<file path="config.mk">
export PLATFORM = sky130hd
export DESIGN_NAME = data_mem_seq_flat
export DESIGN_NICKNAME = d
export VERILOG_FILES = /design/src/rtl/data_mem_seq_pkg.sv /design/src/rtl/data_mem_seq_if.sv /design/src/rtl/data_mem_seq_load_extend.sv /design/src/rtl/data_mem_seq.sv /design/src/flat_wrapper.sv
export SDC_FILE = /design/constraint.sdc
export NUM_CORES = 1
export LEC_CHECK = 0
export ABC_AREA = 1
export CAP_MARGIN = 15
export CELL_PAD_IN_SITES_DETAIL_PLACEMENT = 1
export CELL_PAD_IN_SITES_GLOBAL_PLACEMENT = 1
export CORE_ASPECT_RATIO = 0.8
export CORE_MARGIN = 2
export CORE_UTILIZATION = 37
export DETAILED_ROUTE_END_ITERATION = 16
export GPL_TIMING_DRIVEN = 0
export PLACE_DENSITY = 0.85
export SKIP_CTS_REPAIR_TIMING = 1
export SLEW_MARGIN = 20
export SYNTH_ARGS = -nofsm -noshare
export SYNTH_HDL_FRONTEND = slang
export SYNTH_SLANG_ARGS = --single-unit
</file>
<file path="constraint.sdc">
create_clock -name clk -period 14.2 [get_ports clk]
set_clock_uncertainty 0.05 [all_clocks]
set_input_delay 3.55 -clock clk [delete_from_list [all_inputs] [get_ports clk]]
set_output_delay 3.55 -clock clk [all_outputs]
set_load 0.005 [all_outputs]
</file>
<file path="src/rtl/data_mem_seq_pkg.sv">
// Shared definitions for the load/store byte sequencer: funct3 codes, FSM
// states and the per-request byte count.
package data_mem_seq_pkg;

  localparam logic [2:0] F3_B  = 3'b000;
  localparam logic [2:0] F3_H  = 3'b001;
  localparam logic [2:0] F3_W  = 3'b010;
  localparam logic [2:0] F3_BU = 3'b100;
  localparam logic [2:0] F3_HU = 3'b101;

  typedef enum logic [1:0] {
    IDLE   = 2'd0,
    ACCESS = 2'd1,
    DONE   = 2'd2
  } state_t;

  function automatic logic [2:0] nbytes(input logic [2:0] funct3);
    case (funct3)
      F3_B, F3_BU: return 3'd1;
      F3_H, F3_HU: return 3'd2;
      default:     return 3'd4;
    endcase
  endfunction

  // Unsigned widths exist only for loads; stores accept B/H/W alone.
  function automatic logic f3_legal(input logic we, input logic [2:0] funct3);
    case (funct3)
      F3_B, F3_H, F3_W: return 1'b1;
      F3_BU, F3_HU:     return !we;
      default:          return 1'b0;
    endcase
  endfunction

endpackage

</file>
<file path="src/rtl/data_mem_seq_if.sv">
// CPU request/response port plus the byte-wide memory port of the sequencer.
interface data_mem_seq_if #(
  parameter int DATA_WIDTH = 32
);
  // A request transfers on a rising edge where req_valid && req_ready; the CPU
  // may change req_* freely while req_ready is low. resp_valid is a one-cycle
  // pulse with no back-pressure, and resp_rdata/resp_err hold until the next one.
  logic                  req_valid;
  logic                  req_ready;
  logic                  req_we;
  logic [2:0]            req_funct3;
  logic [DATA_WIDTH-1:0] req_addr;
  logic [DATA_WIDTH-1:0] req_wdata;
  logic                  resp_valid;
  logic [DATA_WIDTH-1:0] resp_rdata;
  logic                  resp_err;
  logic                  mem_we;
  logic [DATA_WIDTH-1:0] mem_addr;
  logic [DATA_WIDTH-1:0] mem_wd;
  logic [DATA_WIDTH-1:0] mem_rd;
  logic [1:0]            dbg_state;

  modport master (
    output req_valid, req_we, req_funct3, req_addr, req_wdata, mem_rd,
    input  req_ready, resp_valid, resp_rdata, resp_err,
    input  mem_we, mem_addr, mem_wd, dbg_state
  );

  modport slave (
    input  req_valid, req_we, req_funct3, req_addr, req_wdata, mem_rd,
    output req_ready, resp_valid, resp_rdata, resp_err,
    output mem_we, mem_addr, mem_wd, dbg_state
  );
endinterface

</file>
<file path="src/rtl/data_mem_seq_load_extend.sv">
// Extends an assembled little-endian load word to full width according to funct3.
module load_extend
  import data_mem_seq_pkg::*;
#(
  parameter int DATA_WIDTH = 32
) (
  input  logic [2:0]            funct3,
  input  logic [DATA_WIDTH-1:0] word,
  output logic [DATA_WIDTH-1:0] ext
);

  always_comb begin
    ext = word;
    case (funct3)
      F3_B:    ext = {{(DATA_WIDTH-8){word[7]}}, word[7:0]};
      F3_H:    ext = {{(DATA_WIDTH-16){word[15]}}, word[15:0]};
      F3_BU:   ext = {{(DATA_WIDTH-8){1'b0}}, word[7:0]};
      F3_HU:   ext = {{(DATA_WIDTH-16){1'b0}}, word[15:0]};
      default: ext = word;
    endcase
  end

endmodule

</file>
<file path="src/rtl/data_mem_seq.sv">
// Splits each CPU load/store into 1, 2 or 4 sequential byte accesses and
// returns one registered response per request.
module data_mem_seq
  import data_mem_seq_pkg::*;
#(
  parameter int DATA_WIDTH = 32,
  parameter int BYTE_WIDTH = 8
) (
  input logic           clk,
  input logic           rst,
  data_mem_seq_if.slave bus
);

  state_t                state;
  logic [DATA_WIDTH-1:0] base_q;
  logic [DATA_WIDTH-1:0] wdata_q;
  logic [DATA_WIDTH-1:0] asm_q;
  logic [DATA_WIDTH-1:0] asm_next;
  logic [DATA_WIDTH-1:0] ext_word;
  logic [DATA_WIDTH-1:0] rdata_q;
  logic                  we_q;
  logic                  err_q;
  logic [2:0]            f3_q;
  logic [1:0]            k;
  logic [1:0]            last_q;
  logic [BYTE_WIDTH-1:0] wbyte;
  logic                  unused_rd;

  // Only the low byte of the memory read bus carries data.
  assign unused_rd = ^bus.mem_rd[DATA_WIDTH-1:BYTE_WIDTH];

  // The final byte is merged combinationally so the response can be
  // registered on the same edge that reads it.
  always_comb begin
    asm_next = asm_q;
    asm_next[int'(k)*BYTE_WIDTH +: BYTE_WIDTH] = bus.mem_rd[BYTE_WIDTH-1:0];
  end

  assign wbyte = wdata_q[int'(k)*BYTE_WIDTH +: BYTE_WIDTH];

  load_extend #(.DATA_WIDTH(DATA_WIDTH)) u_load_extend (
    .funct3 (f3_q),
    .word   (asm_next),
    .ext    (ext_word)
  );

  always_ff @(posedge clk or posedge rst) begin
    if (rst) begin
      state   <= IDLE;
      base_q  <= '0;
      wdata_q <= '0;
      asm_q   <= '0;
      rdata_q <= '0;
      we_q    <= 1'b0;
      err_q   <= 1'b0;
      f3_q    <= '0;
      k       <= '0;
      last_q  <= '0;
    end else begin
      case (state)
        IDLE: begin
          if (bus.req_valid) begin
            base_q  <= bus.req_addr;
            wdata_q <= bus.req_wdata;
            we_q    <= bus.req_we;
            f3_q    <= bus.req_funct3;
            last_q  <= 2'(nbytes(bus.req_funct3) - 3'd1);
            k       <= '0;
            asm_q   <= '0;
            if (f3_legal(bus.req_we, bus.req_funct3)) begin
              state <= ACCESS;
            end else begin
              rdata_q <= '0;
              err_q   <= 1'b1;
              state   <= DONE;
            end
          end
        end
        ACCESS: begin
          if (!we_q) asm_q <= asm_next;
          k <= k + 2'd1;
          if (k == last_q) begin
            rdata_q <= we_q ? '0 : ext_word;
            err_q   <= 1'b0;
            state   <= DONE;
          end
        end
        DONE:    state <= IDLE;
        default: state <= IDLE;
      endcase
    end
  end

  assign bus.req_ready  = (state == IDLE);
  assign bus.resp_valid = (state == DONE);
  assign bus.resp_rdata = rdata_q;
  assign bus.resp_err   = err_q;
  assign bus.mem_we     = (state == ACCESS) && we_q;
  assign bus.mem_addr   = (state == ACCESS) ? base_q + DATA_WIDTH'(k) : '0;
  assign bus.mem_wd     = ((state == ACCESS) && we_q) ? DATA_WIDTH'(wbyte) : '0;
  assign bus.dbg_state  = state;

endmodule

</file>
<file path="src/flat_wrapper.sv">
// flat-port wrapper written by rule: the top's interface ports become plain ports
module data_mem_seq_flat import data_mem_seq_pkg::*;
#(
  parameter int DATA_WIDTH = 32,
  parameter int BYTE_WIDTH = 8
)
  (clk, rst, bus_req_valid, bus_req_we, bus_req_funct3, bus_req_addr, bus_req_wdata, bus_mem_rd, bus_req_ready, bus_resp_valid, bus_resp_rdata, bus_resp_err, bus_mem_we, bus_mem_addr, bus_mem_wd, bus_dbg_state);
  data_mem_seq_if #(.DATA_WIDTH(DATA_WIDTH)) bus_i ();
  input logic clk;
  input logic rst;
  input wire logic [$bits(bus_i.req_valid)-1:0] bus_req_valid;
  input wire logic [$bits(bus_i.req_we)-1:0] bus_req_we;
  input wire logic [$bits(bus_i.req_funct3)-1:0] bus_req_funct3;
  input wire logic [$bits(bus_i.req_addr)-1:0] bus_req_addr;
  input wire logic [$bits(bus_i.req_wdata)-1:0] bus_req_wdata;
  input wire logic [$bits(bus_i.mem_rd)-1:0] bus_mem_rd;
  output wire logic [$bits(bus_i.req_ready)-1:0] bus_req_ready;
  output wire logic [$bits(bus_i.resp_valid)-1:0] bus_resp_valid;
  output wire logic [$bits(bus_i.resp_rdata)-1:0] bus_resp_rdata;
  output wire logic [$bits(bus_i.resp_err)-1:0] bus_resp_err;
  output wire logic [$bits(bus_i.mem_we)-1:0] bus_mem_we;
  output wire logic [$bits(bus_i.mem_addr)-1:0] bus_mem_addr;
  output wire logic [$bits(bus_i.mem_wd)-1:0] bus_mem_wd;
  output wire logic [$bits(bus_i.dbg_state)-1:0] bus_dbg_state;
  assign bus_i.req_valid = bus_req_valid;
  assign bus_i.req_we = bus_req_we;
  assign bus_i.req_funct3 = bus_req_funct3;
  assign bus_i.req_addr = bus_req_addr;
  assign bus_i.req_wdata = bus_req_wdata;
  assign bus_i.mem_rd = bus_mem_rd;
  assign bus_req_ready = bus_i.req_ready;
  assign bus_resp_valid = bus_i.resp_valid;
  assign bus_resp_rdata = bus_i.resp_rdata;
  assign bus_resp_err = bus_i.resp_err;
  assign bus_mem_we = bus_i.mem_we;
  assign bus_mem_addr = bus_i.mem_addr;
  assign bus_mem_wd = bus_i.mem_wd;
  assign bus_dbg_state = bus_i.dbg_state;
  data_mem_seq #(.DATA_WIDTH(DATA_WIDTH), .BYTE_WIDTH(BYTE_WIDTH)) u_core (.clk(clk), .rst(rst), .bus(bus_i));
endmodule
</file>
[Word-level counts from Yosys, hierarchy flattened]
Index checks and enable logic that the tools add are counted.
Cells by class
  reduce and logical (&&, ||, !) cells: 15
  equal/unequal tests: 14
  $add $sub $neg: 4
  shifts and indexed selects: 3
  multiplexer cells: 28
Operator list (count)
  32-bit two-way mux: 7
  32-bit case mux with 2 select lines: 2
  32-bit case mux with 4 select lines: 1
  5-bit negator with 33-bit output: 1
  8-bit by 33-bit variable shift with 32-bit output (first input constant): 1
  8-bit by 33-bit variable part select with 32-bit output: 1
  32-bit by 2-bit adder with 32-bit output: 1
  32-bit bitwise mux: 1
  32-bit by 6-bit variable part select with 8-bit output: 1
  3-bit == test (second input constant): 4
  2-bit two-way mux: 6
  2-bit case mux with 2 select lines: 3
  8-bit two-way mux: 1
  3-bit by 1-bit == test with 1-bit output (second input constant): 2
  3-bit logical NOT: 2
  2-bit inequality test (second input constant): 3
  2-bit AND reduction: 3
  2-bit OR reduction: 3
  1-bit two-way mux: 5
  1-bit case mux with 2 select lines: 2
  4-bit AND reduction: 1
  3-bit by 2-bit == test with 1-bit output (second input constant): 1
  3-bit AND reduction: 1
  3-bit OR reduction: 1
  other kinds (10): 10
Storage, ports and cells
  bits in registers: 139
  input bits: 103
  output and inout port bits: 102

[Logic depth before layout (Yosys ltp)]
  depth after elaboration: 8
  gate-level depth with buffers: 13
  mapped depth without buffers: 10

[Modules after synthesis]
From an unflattened synthesis, not the netlist that was laid out.
Unflattened totals
  cells, all modules: 1083
  area, all modules: 7862.5 sq um
By module, submodules not included
  data_mem_seq: area each 7473.4 sq um, instances 1, cells each 1013
  load_extend: area each 389.1 sq um, instances 1, cells each 70

[Least setup slack after synthesis]
Ideal clock, no wire load.
  path type: reg2out
  start point: register u_core.k[0]
  end point: output port bus_mem_addr[12]
  data required time: 10.600 ns
  path buffers: 0
  arrival time: 1.558 ns
  slack: 9.042 ns
  stages on the path, launching flop included: 9
  cells stage by stage: dfrtp_1 -> ha_1 -> fa_1 -> nand2_1 -> nor2_1 -> inv_1 -> nor2_1 -> xor2_1 -> nor2_1
Between the ends
  cells in the longest elaborated chain, start to end: 2
RTL lines
  start: declaration: line data_mem_seq.sv:24  | logic [1:0] k;
  start signal: assignment: line data_mem_seq.sv:81  | k <= k + 2'd1;
  32-bit by 2-bit adder with 32-bit output: line data_mem_seq.sv:99  | assign bus.mem_addr = (state == ACCESS) ? base_q + DATA_WIDTH'(k) : '0;
  32-bit two-way mux: line data_mem_seq.sv:99
  end: declaration: line flat_wrapper.sv:22  | output wire logic [$bits(bus_i.mem_addr)-1:0] bus_mem_addr;
Every way passes these cells.

[Worst setup path in the final report]
  start point: register u_core.k[0]
  end point: output port bus_mem_addr[28]
The elaborated chain is that of the path after synthesis.

==> out/results.txt <==
remaining global-route overflow: 0
CTS tree: yes
die height: 132 µm
Antenna Nets Post-Route: 0
Least-Margin Pin Slew: 0.603 ns
Clock Latency Late Sink: 0.43 ns
final worst setup slack: 7.45 ns
P_leak: 4.85 nW
area of the multi-input gates: 3460 µm²
share of power burned in registers: 0.337
initial antenna violation count: 1
DP HPWL: 20000 µm
CTS clk-pin slew, worst paths: 0.06 ns
max capacitance violation total: 0
CTS H-tree depth: 4
cell count after synthesis: 1057
ANT cells: 0
Mean Syn Cell Area: 7.19 µm²
mapped cell area: 7600 µm²
Post-Route Setup TNS: 0 ns
ys async rst share: 1.00
area delta synth->final: 34.8%
Slew Limit Fails: 0
worst path bufs/invs: 2
routed vias/inst: 5.03
layout cell share with drive strength beyond 1: 0.0851
commonest non-fill, non-tap cell in the layout: nand2_1
Crit-path slowest cell: clkdlybuf4s50_1
largest net degree at the start of global routing: 84
routability-driven placement congestion ratio: 0.970
unrepaired setup endpoints after global routing: no
Die X-Extent: 164 µm
Num CTS Buffers: 17
register area: 3480 µm²
Place WS: 7.94 ns
final setup fails: 0
Cell variety after synth: 34
delay-heaviest family, CP: simple AND/OR/NAND/NOR gates
Max VDD drop: 0.0000918 V
#FFs+latches synth: 139
Critical Path Start Type: register
sequential area share after synthesis: 0.458
row count: 46
Post-synth EDFFs: 0
Clk pwr share: 0.260
post-detailed-route wirelength per cell: 17.2 µm
switching share of total power: 0.410
final WL: 26400 µm
final hold vios: 0
drc violations: 0
Finished Core Util: 0.513
Die Area: 21700 µm²
final worst-path cycle share: 0.475
first-pass GRT wire length: 41800 µm
fin crit period: 6.75 ns
Root Buffer: clkbuf_16
Worst path max stage delay: 0.51 ns
number of global-route vias before repair: 7796
Clock Tree Buf Depth: 2
CP Data Arrival Time: 3.15 ns
Peak Freq: 0.148 GHz
Fillers: 2496
Primary FF master, synth: dfrtp_1
gr usage total: 0.249
status: complete, no violations
via count: 7717
critical path type: register to output pin
YS warnings: 0
slew margin rel.: 0.596
CP max FO: 5
critical path required time: 10.60 ns
CP Cell Sequence: ha_1 > fa_1 > nand2_1 > nor2_1 > inv_1 > nor2_1 > nand2_1 > nand2_1 > nand2_1 > nor2_1 > clkdlybuf4s50_1
drt first-iter violations: 433
combinational fraction of design power: 0.403
DP Area: 9610 µm²
DRT Pass-1 Iters: 5
CTS sink count: 139
post-route design area: 10200 µm²
Total Nets Final: 1367
most frequent CP cell: nand2_1
cell area power density: 181 nW/µm²
core region area: 20000 µm²
most frequent cells in the layout: 386 x nand2_1, 156 x clkdlybuf4s50_1, 139 x dfrtp_1
crit path capture type: output pin
buffers added on ports: 156
Cell Int Power: 1.09 mW
Psw: 0.760 mW
I/O pins: 205
worst hold path type: register to register
Initial Utilization: 0.380
==> tightest hold or removal path: stages (launching register included) <==
cell	delay (ns)
dfrtp_1	0.34
nand2_1	0.05
nand2_1	0.05
==> layout make-up <==
class                      instances  area share
clock inverter                    11      0.0164
clock buffer                      21      0.0450
timing repair buffer             157       0.155
tap                              264      0.0323
buffer                            62      0.0370
multi-input combinational        782       0.338
inverter                          97      0.0368
sequential                       139       0.340
==> flip-flops by register name, indices dropped and copies added (netlist names) <==
| signal | count |
|---|---|
| u_core.bus.resp_err | 1 |
| u_core.bus.dbg_state | 2 |
| u_core.asm_q | 32 |
| u_core.last_q | 2 |
| u_core.we_q | 1 |
| u_core.f3_q | 3 |
| u_core.base_q | 32 |
| u_core.wdata_q | 32 |
| u_core.bus.resp_rdata | 32 |
| u_core.k | 2 |
==> synthesized netlist by cell type (all sizes together), types with 3 or more instances <==
| master | n | share of area |
|---|---|---|
| buf | 47 | 0.042 |
| nor2 | 147 | 0.079 |
| nand2 | 393 | 0.20 |
| inv | 97 | 0.049 |
| o21ai | 117 | 0.077 |
| dfrtp | 139 | 0.46 |
| a21oi | 28 | 0.018 |
| nand3 | 24 | 0.016 |
| clkbuf | 15 | 0.0076 |
| nor3 | 9 | 0.0059 |
| o22ai | 7 | 0.0058 |
| xor2 | 5 | 0.0058 |
| ha | 7 | 0.012 |
| o211ai | 6 | 0.0059 |
| nand4 | 3 | 0.0044 |
| a22o | 8 | 0.0092 |
==> cell families after synthesis <==
kind of cell	synth area share
xor gates and xnor gates	0.00576
adders and majority gates	0.0142
AOI/OAI and AO/OA	0.119
DFF	0.458
other	0.000494
and+or+nand+nor	0.304
buffers and inverters	0.0985
==> per-layer routing <==
metal / share of wire / GRT usage / vias up
met2: 0.43 / 0.366 / 236
li1: - / - / 3675
met1: 0.49 / 0.369 / 3775
met5: 0.00049 / 0 / -
met3: 0.065 / 0.0519 / 29
met4: 0.017 / 0.0697 / 2
==> power by group through the flow <==
stage	sequential [mW]	clock [mW]	combinational [mW]
floorplan	0.595	0	0.456
global placement	0.620	0	0.718
detailed placement	0.625	0	0.742
CTS	0.621	0.488	0.751
global route	0.638	0.502	0.839
finish	0.624	0.481	0.747
==> through the flow <==
step	cells	total power, mW	hold slack (ns)
after global placement	1500	1.34	0.407
after global routing	1533	1.98	0.445
after CTS	1533	1.86	0.427
final	1533	1.85	0.421
after floorplan	1080	1.05	0.394
after detailed placement	1501	1.37	0.410
==> final timing paths <==
| kind | start | endpoint | slack [ns] | cells after the start |
|---|---|---|---|---|
| max | u_core.k[0]$_DFFE_PP0P_ | bus_mem_addr[28] | 7.45 | 11 |
| min | u_core.wdata_q[24]$_DFFE_PP0P_ | u_core.wdata_q[24]$_DFFE_PP0P_ | 0.42 | 2 |
| max reg2reg | u_core.k[0]$_DFFE_PP0P_ | u_core.bus.resp_rdata[21]$_DFFE_PP0P_ | 11.44 | 12 |
| min reg2reg | u_core.wdata_q[24]$_DFFE_PP0P_ | u_core.wdata_q[24]$_DFFE_PP0P_ | 0.42 | 2 |
| max in group asynchronous | rst | u_core.wdata_q[4]$_DFFE_PP0P_ | 9.80 | 3 |
| min in group asynchronous | rst | u_core.bus.resp_err$_DFFE_PP0P_ | 3.52 | 2 |
No activity file was read; power rests on OpenSTA's default activity.
